[config.mk]
export PLATFORM = sky130hd
export DESIGN_NAME = avalon_pio_in_irq_flat
export DESIGN_NICKNAME = d
export VERILOG_FILES = /design/src/rtl/avalon_pio_in_irq_pkg.sv /design/src/rtl/avalon_pio_in_irq_if.sv /design/src/rtl/avalon_pio_in_irq_debounce_bit.sv /design/src/rtl/avalon_pio_in_irq.sv /design/src/flat_wrapper.sv
export SDC_FILE = /design/constraint.sdc
export NUM_CORES = 1
export LEC_CHECK = 0
export BUFFER_PORTS_ARGS = -buffer_cell sky130_fd_sc_hd__buf_2
export CORE_MARGIN = 1.5
export CORE_UTILIZATION = 52
export CTS_CLUSTER_DIAMETER = 100
export CTS_CLUSTER_SIZE = 20
export DETAILED_ROUTE_END_ITERATION = 8
export MAX_ROUTING_LAYER = met4
export PLACE_DENSITY = 0.78
export SLEW_MARGIN = 20
export SYNTH_ARGS = -nofsm -noshare
export SYNTH_HDL_FRONTEND = slang
export SYNTH_HIERARCHICAL = 1
export SYNTH_SLANG_ARGS = --single-unit
[constraint.sdc]
create_clock -name clk -period 1.3 [get_ports clk]
set_input_delay 0.13 -clock clk [delete_from_list [all_inputs] [get_ports clk]]
set_output_delay 0.13 -clock clk [all_outputs]
set_load 0.02 [all_outputs]
[src/rtl/avalon_pio_in_irq_pkg.sv]
// Shared constants for the Avalon-MM input PIO: register addresses and
// edge-type encodings.
package pio_pkg;

  localparam logic [1:0] ADDR_DATA = 2'd0;
  localparam logic [1:0] ADDR_RSVD = 2'd1;
  localparam logic [1:0] ADDR_MASK = 2'd2;
  localparam logic [1:0] ADDR_EDGE = 2'd3;

  localparam int EDGE_RISE = 32'd0;
  localparam int EDGE_FALL = 32'd1;
  localparam int EDGE_ANY  = 32'd2;

endpackage

[src/rtl/avalon_pio_in_irq_if.sv]
// Avalon-MM slave bus bundle for the input PIO (32-bit data, word addressed).
interface avalon_pio_in_irq_if;

  logic [1:0]  address;
  logic        chipselect;
  logic        write_n;
  logic [31:0] writedata;
  logic [31:0] readdata;

  modport master (
    output address, chipselect, write_n, writedata,
    input  readdata
  );

  modport slave (
    input  address, chipselect, write_n, writedata,
    output readdata
  );

endinterface

[src/rtl/avalon_pio_in_irq_debounce_bit.sv]
// Single-bit debounce filter: filt follows s2 only after DEBOUNCE_CYCLES stable
// cycles. Only present when AVALON_PIO_IN_DEBOUNCE_EN is defined.
`ifdef AVALON_PIO_IN_DEBOUNCE_EN
module pio_debounce_bit #(
  parameter int DEBOUNCE_CYCLES = 4
) (
  input  logic clk,
  input  logic reset_n,
  input  logic s2_i,
  output logic filt_o
);

  localparam int CW = $clog2(DEBOUNCE_CYCLES);
  localparam logic [CW-1:0] LAST = CW'(DEBOUNCE_CYCLES - 1);

  logic [CW-1:0] cnt_q, cnt_d;
  logic          filt_q, filt_d;

  // Counter and filtered-value registers.
  always_ff @(posedge clk) begin
    if (!reset_n) begin
      cnt_q  <= '0;
      filt_q <= 1'b0;
    end else begin
      cnt_q  <= cnt_d;
      filt_q <= filt_d;
    end
  end

  // Count consecutive cycles of disagreement; adopt s2 on the last one.
  always_comb begin
    cnt_d  = cnt_q;
    filt_d = filt_q;
    if (s2_i == filt_q) begin
      cnt_d = '0;
    end else if (cnt_q == LAST) begin
      filt_d = s2_i;
      cnt_d  = '0;
    end else begin
      cnt_d = cnt_q + CW'(1);
    end
  end

  assign filt_o = filt_q;

endmodule
`endif

[src/rtl/avalon_pio_in_irq.sv]
// Avalon-MM input PIO with edge capture, IRQ mask and registered IRQ.
// Optional per-bit debounce filter enabled by AVALON_PIO_IN_DEBOUNCE_EN.
module avalon_pio_in_irq
  import pio_pkg::*;
#(
  parameter int WIDTH           = 16,
  parameter int EDGE_TYPE       = 0,
  parameter int BIT_CLEARING    = 1,
  parameter int DEBOUNCE_CYCLES = 4
) (
  input  logic                 clk,
  input  logic                 reset_n,
  avalon_pio_in_irq_if.slave   bus,
  input  logic [WIDTH-1:0]     in_port,
  output logic                 irq
);

  if (WIDTH < 1 || WIDTH > 32 || DEBOUNCE_CYCLES < 2) begin : g_bad_cfg
    $error("avalon_pio_in_irq: unsupported WIDTH or DEBOUNCE_CYCLES");
  end

  logic [WIDTH-1:0] s1_q, s2_q, prev_q, filt_s, edge_s, clr_s;
  logic [WIDTH-1:0] cap_q, cap_d, mask_q, mask_d;
  logic [31:0]      rdata_q, rdata_d;
  logic             irq_q, irq_d;
  logic             wr_s;
  logic             unused_wdata_s;

  assign unused_wdata_s = ^bus.writedata;

`ifdef AVALON_PIO_IN_DEBOUNCE_EN
  for (genvar i = 0; i < WIDTH; i++) begin : g_db
    pio_debounce_bit #(.DEBOUNCE_CYCLES(DEBOUNCE_CYCLES)) u_db (
      .clk     (clk),
      .reset_n (reset_n),
      .s2_i    (s2_q[i]),
      .filt_o  (filt_s[i])
    );
  end
`else
  assign filt_s = s2_q;
`endif

  // Synchroniser, edge history and register file state.
  always_ff @(posedge clk) begin
    if (!reset_n) begin
      s1_q    <= '0;
      s2_q    <= '0;
      prev_q  <= '0;
      cap_q   <= '0;
      mask_q  <= '0;
      rdata_q <= 32'd0;
      irq_q   <= 1'b0;
    end else begin
      s1_q    <= in_port;
      s2_q    <= s1_q;
      prev_q  <= filt_s;
      cap_q   <= cap_d;
      mask_q  <= mask_d;
      rdata_q <= rdata_d;
      irq_q   <= irq_d;
    end
  end

  // Edge detection for the configured polarity.
  always_comb begin
    edge_s = filt_s & ~prev_q;
    case (EDGE_TYPE)
      EDGE_RISE: edge_s = filt_s & ~prev_q;
      EDGE_FALL: edge_s = ~filt_s & prev_q;
      EDGE_ANY:  edge_s = filt_s ^ prev_q;
      default:   edge_s = filt_s & ~prev_q;
    endcase
  end

  // Bus writes: mask load and capture clear; a fresh edge beats a clear.
  always_comb begin
    wr_s   = bus.chipselect & ~bus.write_n;
    mask_d = mask_q;
    clr_s  = '0;
    if (wr_s && (bus.address == ADDR_MASK)) begin
      mask_d = bus.writedata[WIDTH-1:0];
    end else begin
      mask_d = mask_q;
    end
    if (wr_s && (bus.address == ADDR_EDGE)) begin
      if (BIT_CLEARING != 0) begin
        clr_s = bus.writedata[WIDTH-1:0];
      end else begin
        clr_s = '1;
      end
    end else begin
      clr_s = '0;
    end
    cap_d = (cap_q & ~clr_s) | edge_s;
    irq_d = |(cap_q & mask_q);
  end

  // Read mux, reloaded every cycle independent of chipselect.
  always_comb begin
    rdata_d = 32'd0;
    case (bus.address)
      ADDR_DATA: rdata_d[WIDTH-1:0] = filt_s;
      ADDR_RSVD: rdata_d = 32'd0;
      ADDR_MASK: rdata_d[WIDTH-1:0] = mask_q;
      ADDR_EDGE: rdata_d[WIDTH-1:0] = cap_q;
      default:   rdata_d = 32'd0;
    endcase
  end

  assign bus.readdata = rdata_q;
  assign irq          = irq_q;

endmodule

[src/flat_wrapper.sv]
// flat-port wrapper written by rule: the top's interface ports become plain ports
module avalon_pio_in_irq_flat import pio_pkg::*;
#(
  parameter int WIDTH           = 16,
  parameter int EDGE_TYPE       = 0,
  parameter int BIT_CLEARING    = 1,
  parameter int DEBOUNCE_CYCLES = 4
)
  (clk, reset_n, in_port, irq, bus_address, bus_chipselect, bus_write_n, bus_writedata, bus_readdata);
  avalon_pio_in_irq_if bus_i ();
  input  logic clk;
  input  logic reset_n;
  input  logic [WIDTH-1:0] in_port;
  output logic irq;
  input wire logic [$bits(bus_i.address)-1:0] bus_address;
  input wire logic [$bits(bus_i.chipselect)-1:0] bus_chipselect;
  input wire logic [$bits(bus_i.write_n)-1:0] bus_write_n;
  input wire logic [$bits(bus_i.writedata)-1:0] bus_writedata;
  output wire logic [$bits(bus_i.readdata)-1:0] bus_readdata;
  assign bus_i.address = bus_address;
  assign bus_i.chipselect = bus_chipselect;
  assign bus_i.write_n = bus_write_n;
  assign bus_i.writedata = bus_writedata;
  assign bus_readdata = bus_i.readdata;
  avalon_pio_in_irq #(.WIDTH(WIDTH), .EDGE_TYPE(EDGE_TYPE), .BIT_CLEARING(BIT_CLEARING), .DEBOUNCE_CYCLES(DEBOUNCE_CYCLES)) u_core (.clk(clk), .reset_n(reset_n), .bus(bus_i), .in_port(in_port), .irq(irq));
endmodule
Word level (Yosys, flattened, before mapping)
Index checks and enable logic that the tools add are counted.

cells by class
  equal/unequal tests = 3
  multiplexer cells = 2
  bitwise gates (word level) = 8
  reduce and logical (&&, ||, !) cells = 4

operators by type and width
  operator              number
  $pmux W16 S4          1
  $and A16 B16 Y16      3
  $not A16 Y16          2
  $mux W16              1
  $or A16 B16 Y16       1
  $reduce_or A16 Y1     1
  $eq A2 B2 Y1 const B  2
  $eq A2 B1 Y1 const B  1
  $logic_and A1 B1 Y1   2
  $logic_not A2 Y1      1
  $and A1 B1 Y1         1
  $not A1 Y1            1

storage, ports and cells
  register bits = 113
  bits of input ports = 54
  output and inout port bits = 33
  logic and storage cells = 25

Depth between registers and ports, before layout
  depth in word-level cells = 7
  mapped depth = 7
  depth with buffers taken out = 4

Worst setup path after synthesis
No wires, ideal clock.

  path type = reg-to-reg
  start point = register u_core.cap_q[13]
  end point = register u_core.irq_q (netlist: u_core/irq)
  setup time = 0.115 ns
  data arrival time = 0.972 ns
  required time = 1.185 ns
  slack = 0.213 ns
  stages on the path, launching flop included = 5
  period minus slack after synthesis = 1.087 ns
  path through = dfxtp_1 -> a22o_1 -> a221oi_1 -> nand3_1 -> o21a_1

between the ends
  word-level cells in the longest chain between the ends = 2

ends and longest elaborated chain
  item                    RTL line                 RTL
  from (decl)             avalon_pio_in_irq.sv:23  logic [WIDTH-1:0] cap_q, cap_d, mask_q, mask_d;
  from (signal assigned)  avalon_pio_in_irq.sv:58  cap_q <= cap_d;
  $and A16 B16 Y16        avalon_pio_in_irq.sv:96  irq_d = |(cap_q & mask_q);
  $reduce_or A16 Y1       avalon_pio_in_irq.sv:96
  to (signal assigned)    avalon_pio_in_irq.sv:61  irq_q <= irq_d;
  to (decl)               avalon_pio_in_irq.sv:25  logic irq_q, irq_d;

Every way passes these cells.
A chain may end at the register's enable or synchronous reset.

Final worst setup path
  start point = register u_core.cap_q[7]
  end point = register u_core.irq_q (netlist: u_core/irq)

Same word-level chain as after synthesis.

==> run_results.csv <==
group,metric,value,unit
power_and_ir_drop,power_density,1390,nW/um2
global_routing,grt_pass1_vias,2462,
synthesis,synth-edff-count,0,
sta,worst_slew_pin_slew,0.633,ns
worst_setup_path,r2r_start,"u_core/cap_q[7]",
finish,final_area,4170,um2
die,dieArea,7270,um2
worst_setup_path,rr_worst_depth,4,
run,cap_violations,0,
synthesis,seq_area_frac_synth,55.2,%
clock_tree,clockBufferDepth,2,
power_and_ir_drop,ir_drop,720,uV
clock_tree,h-tree-depth,3,
run_status,failed_checks,"DRC",
sta,rsz0062_at_grt,"false",
synthesis,synth_common_cells,"dfxtp_1 (97), nand2_1 (80), and2_1 (49), o21ai_0 (29), buf_4 (19)",
synthesis,syn_area,3520,um2
synthesis,synth_area_leaders,"dfxtp_1 (55%), and2_1 (8.7%), nand2_1 (8.5%)",
place,gp_congestion,0.821,
synthesis,synth.most_common_cell,"dfxtp_1",
place,dpl.hpwl,4.28,mm
worst_setup_path,critPathMaxStageDelay,0.34,ns
synthesis,synth-main-ff-cell,"dfxtp_1",
sta,drv_slew,0,
worst_setup_path,cp_data_required_time,1.56,ns
synthesis,yosysWarnings,6,
global_routing,grt_antenna_before_repair,0,
die,fp.dieW,85.3,um
route,wl_per_cell,12.6,um
worst_setup_path,cp-startpoint,"u_core/cap_q[7]",
worst_setup_path,cp.arrival,1.47,ns
worst_setup_path,critPathKind,"register to register",
route,vias_per_cell,4.88,
route,first_pass_iters,6,
worst_setup_path,endpoint,"u_core/irq",
finish,final_cells,525,
die,core,6460,um2
synthesis,synthCells,376,
die,die_y,85.3,um
sta,fin_tns_setup,0,ns
global_routing,overflow,0,
sta,setup_viol,0,
worst_setup_path,critPathTopFamily,"compound AO/OA/AOI/OAI gates",
worst_setup_path,start_kind,"register",
die,rows,29,
clock_tree,cts-root-buf,"clkbuf_8",
sta,skew,0.0111,ns
sta,fmax,825,MHz
route,remaining_drc_errors,4,
finish,area_growth,18.4,%
worst_setup_path,rrSetupSlack,0.09,ns
global_routing,grt_max_degree,98,
clock_tree,tritoncts.num_buffers,9,
run_status,status,"complete, but fails checks",
synthesis,synthArstFlopShare,0,%
finish,drive_gt1_share,17.9,%
route,drt_wl_total,6.61,mm
route,dr_total_vias,2562,
worst_setup_path,r2r_end,"u_core/irq",
synthesis,ys_seq_elements,97,
clock_tree,clkTransAtPathRegs,0.09,ns
sta,fin_ws,0.0883,ns
clock_tree,clkLatencyLatePin,0.36,ns
sta,hold_violations,0,
route,drtIter0Drc,124,
global_routing,grtUsageTotal,20.5,%
hold_path,holdPathStages,3,
hold_path,min_path_type,"primary input to register",
worst_setup_path,crit_fanout,3,
place,io_buffer_count,54,
power_and_ir_drop,p_leak,1.90,nW
finish,diodes,0,
sta,finalCriticalPeriod,1.21,ns
synthesis,yosysTopAreaCellShare,55.2,%
worst_setup_path,cp.depth,4,
finish,n_fill_cell,530,
place,dp_slack,0.0227,ns
die,initial_core_util,54.5,%
worst_setup_path,crit_path_end_kind,"register",
finish,fin_nets,497,
power_and_ir_drop,finalPower,5.80,mW
clock_tree,cts.sinks,97,
global_routing,grt_pass1_wl,11.1,mm
synthesis,ys_types,23,
worst_setup_path,path_buf_inv,0,
place,dpl.cell_count,493,
worst_setup_path,slowest_stage,"dfxtp_1",
sta,final.period_utilization,93.2,%
die,io_pins,87,
route,ant_nets,0,
sta,slew_headroom,57.8,%
synthesis,yosysTopAreaCell,"dfxtp_1",
clock_tree,cts_tree,"yes",
synthesis,synth.avg_cell_area,9.36,um2
place,placed_cell_area,3770,um2
worst_setup_path,cp_cell_sequence,"a22o_1 > a221oi_1 > nand3_1 > o21a_1",
[worst reg2reg max path: stages, from the launching register on]
cell and delay [ns]:
dfxtp_1 0.34, a22o_1 0.25, a221oi_1 0.24, nand3_1 0.10, o21a_1 0.19
[cells by family (layout without fill, tap and decap cells)]
family,after synthesis,after routing,synth area share (%)
AO/OA/AOI/OAI,57,57,10.0
buffers and inverters,54,111,8.99
flip-flops,97,97,55.2
multiplexers,16,16,4.55
other,1,16,0.107
AND/OR/NAND/NOR,151,151,21.2
[registers in the layout (all words and copies together) (netlist names)]
register / count
u_core/irq: 1
u_core/mask_q: 16
u_core/s1_q: 16
u_core/cap_q: 16
u_core/bus.readdata: 16
u_core/filt_s: 16
u_core/prev_q: 16
[what timing repair did]
item | 4_1_cts | 5_1_grt
buffers inserted | 0 | 0
endpoints found under the setup margin | 0 | 1
gates resized for setup | 0 | 1
hold buffers | 16 | 0
endpoints found under the hold margin | 16 | 0
[metrics by stage]
step	utilization, %	hold WS (ns)
after floorplan	-	0.257
after global placement	58.3	0.334
after detailed placement	58.3	0.338
after CTS	64.4	0.000240
after global routing	64.5	0.0127
final	64.5	0.0128
[layout make-up]
class | instances | area [um2] | share of cell area [%]
Clock buffer | 11 | 131 | 3.15
Clock inverter | 5 | 104 | 2.49
Inverter | 16 | 60.1 | 1.44
Multi-Input combinational cell | 240 | 1320 | 31.8
Sequential cell | 97 | 1940 | 46.6
Tap cell | 77 | 96.3 | 2.31
Timing Repair Buffer | 79 | 510 | 12.2
[routing by layer]
metal / up-vias / routed length (um) / GRT usage (%)
met5: - / 0 / -
li1: 1311 / - / -
met3: 14 / 309 / 4.77
met1: 1156 / 2840 / 23.3
met2: 81 / 3290 / 33.7
met4: 0 / 163 / 11.0
[report_power, final]
part | switching (mW) | internal (mW) | total [mW]
combinational | 0.226 | 0.182 | 0.408
sequential | 0.0542 | 3.08 | 3.13
clock | 0.976 | 1.28 | 2.26
total | 1.26 | 4.54 | 5.80
[cell usage in the layout, fill, tap and decap left out, types with 4 or more instances in the layout]
cell type / count
dfxtp_1: 97
nand2_1: 80
buf_2: 54
and2_1: 49
o21ai_0: 29
nand3_1: 18
dlygate4sd3_1: 16
inv_1: 16
mux2i_1: 16
conb_1: 16
a21boi_1: 10
clkbuf_8: 9
buf_4: 8
a21boi_0: 6
a22oi_1: 4
[worst min-delay path by stage]
stage	endpoint	startpoint	slack, ns
finish	u_core/mask_q[6]	bus_writedata[6]	0.01
global route	u_core/mask_q[8]	bus_writedata[8]	0.01
CTS	u_core/mask_q[8]	bus_writedata[8]	0.0002
floorplan	u_core/s1_q[0]	in_port[0]	0.26
detailed placement	u_core/s1_q[9]	in_port[9]	0.34
global placement	u_core/s1_q[3]	in_port[3]	0.33
Power figures use the tool's default switching activity.
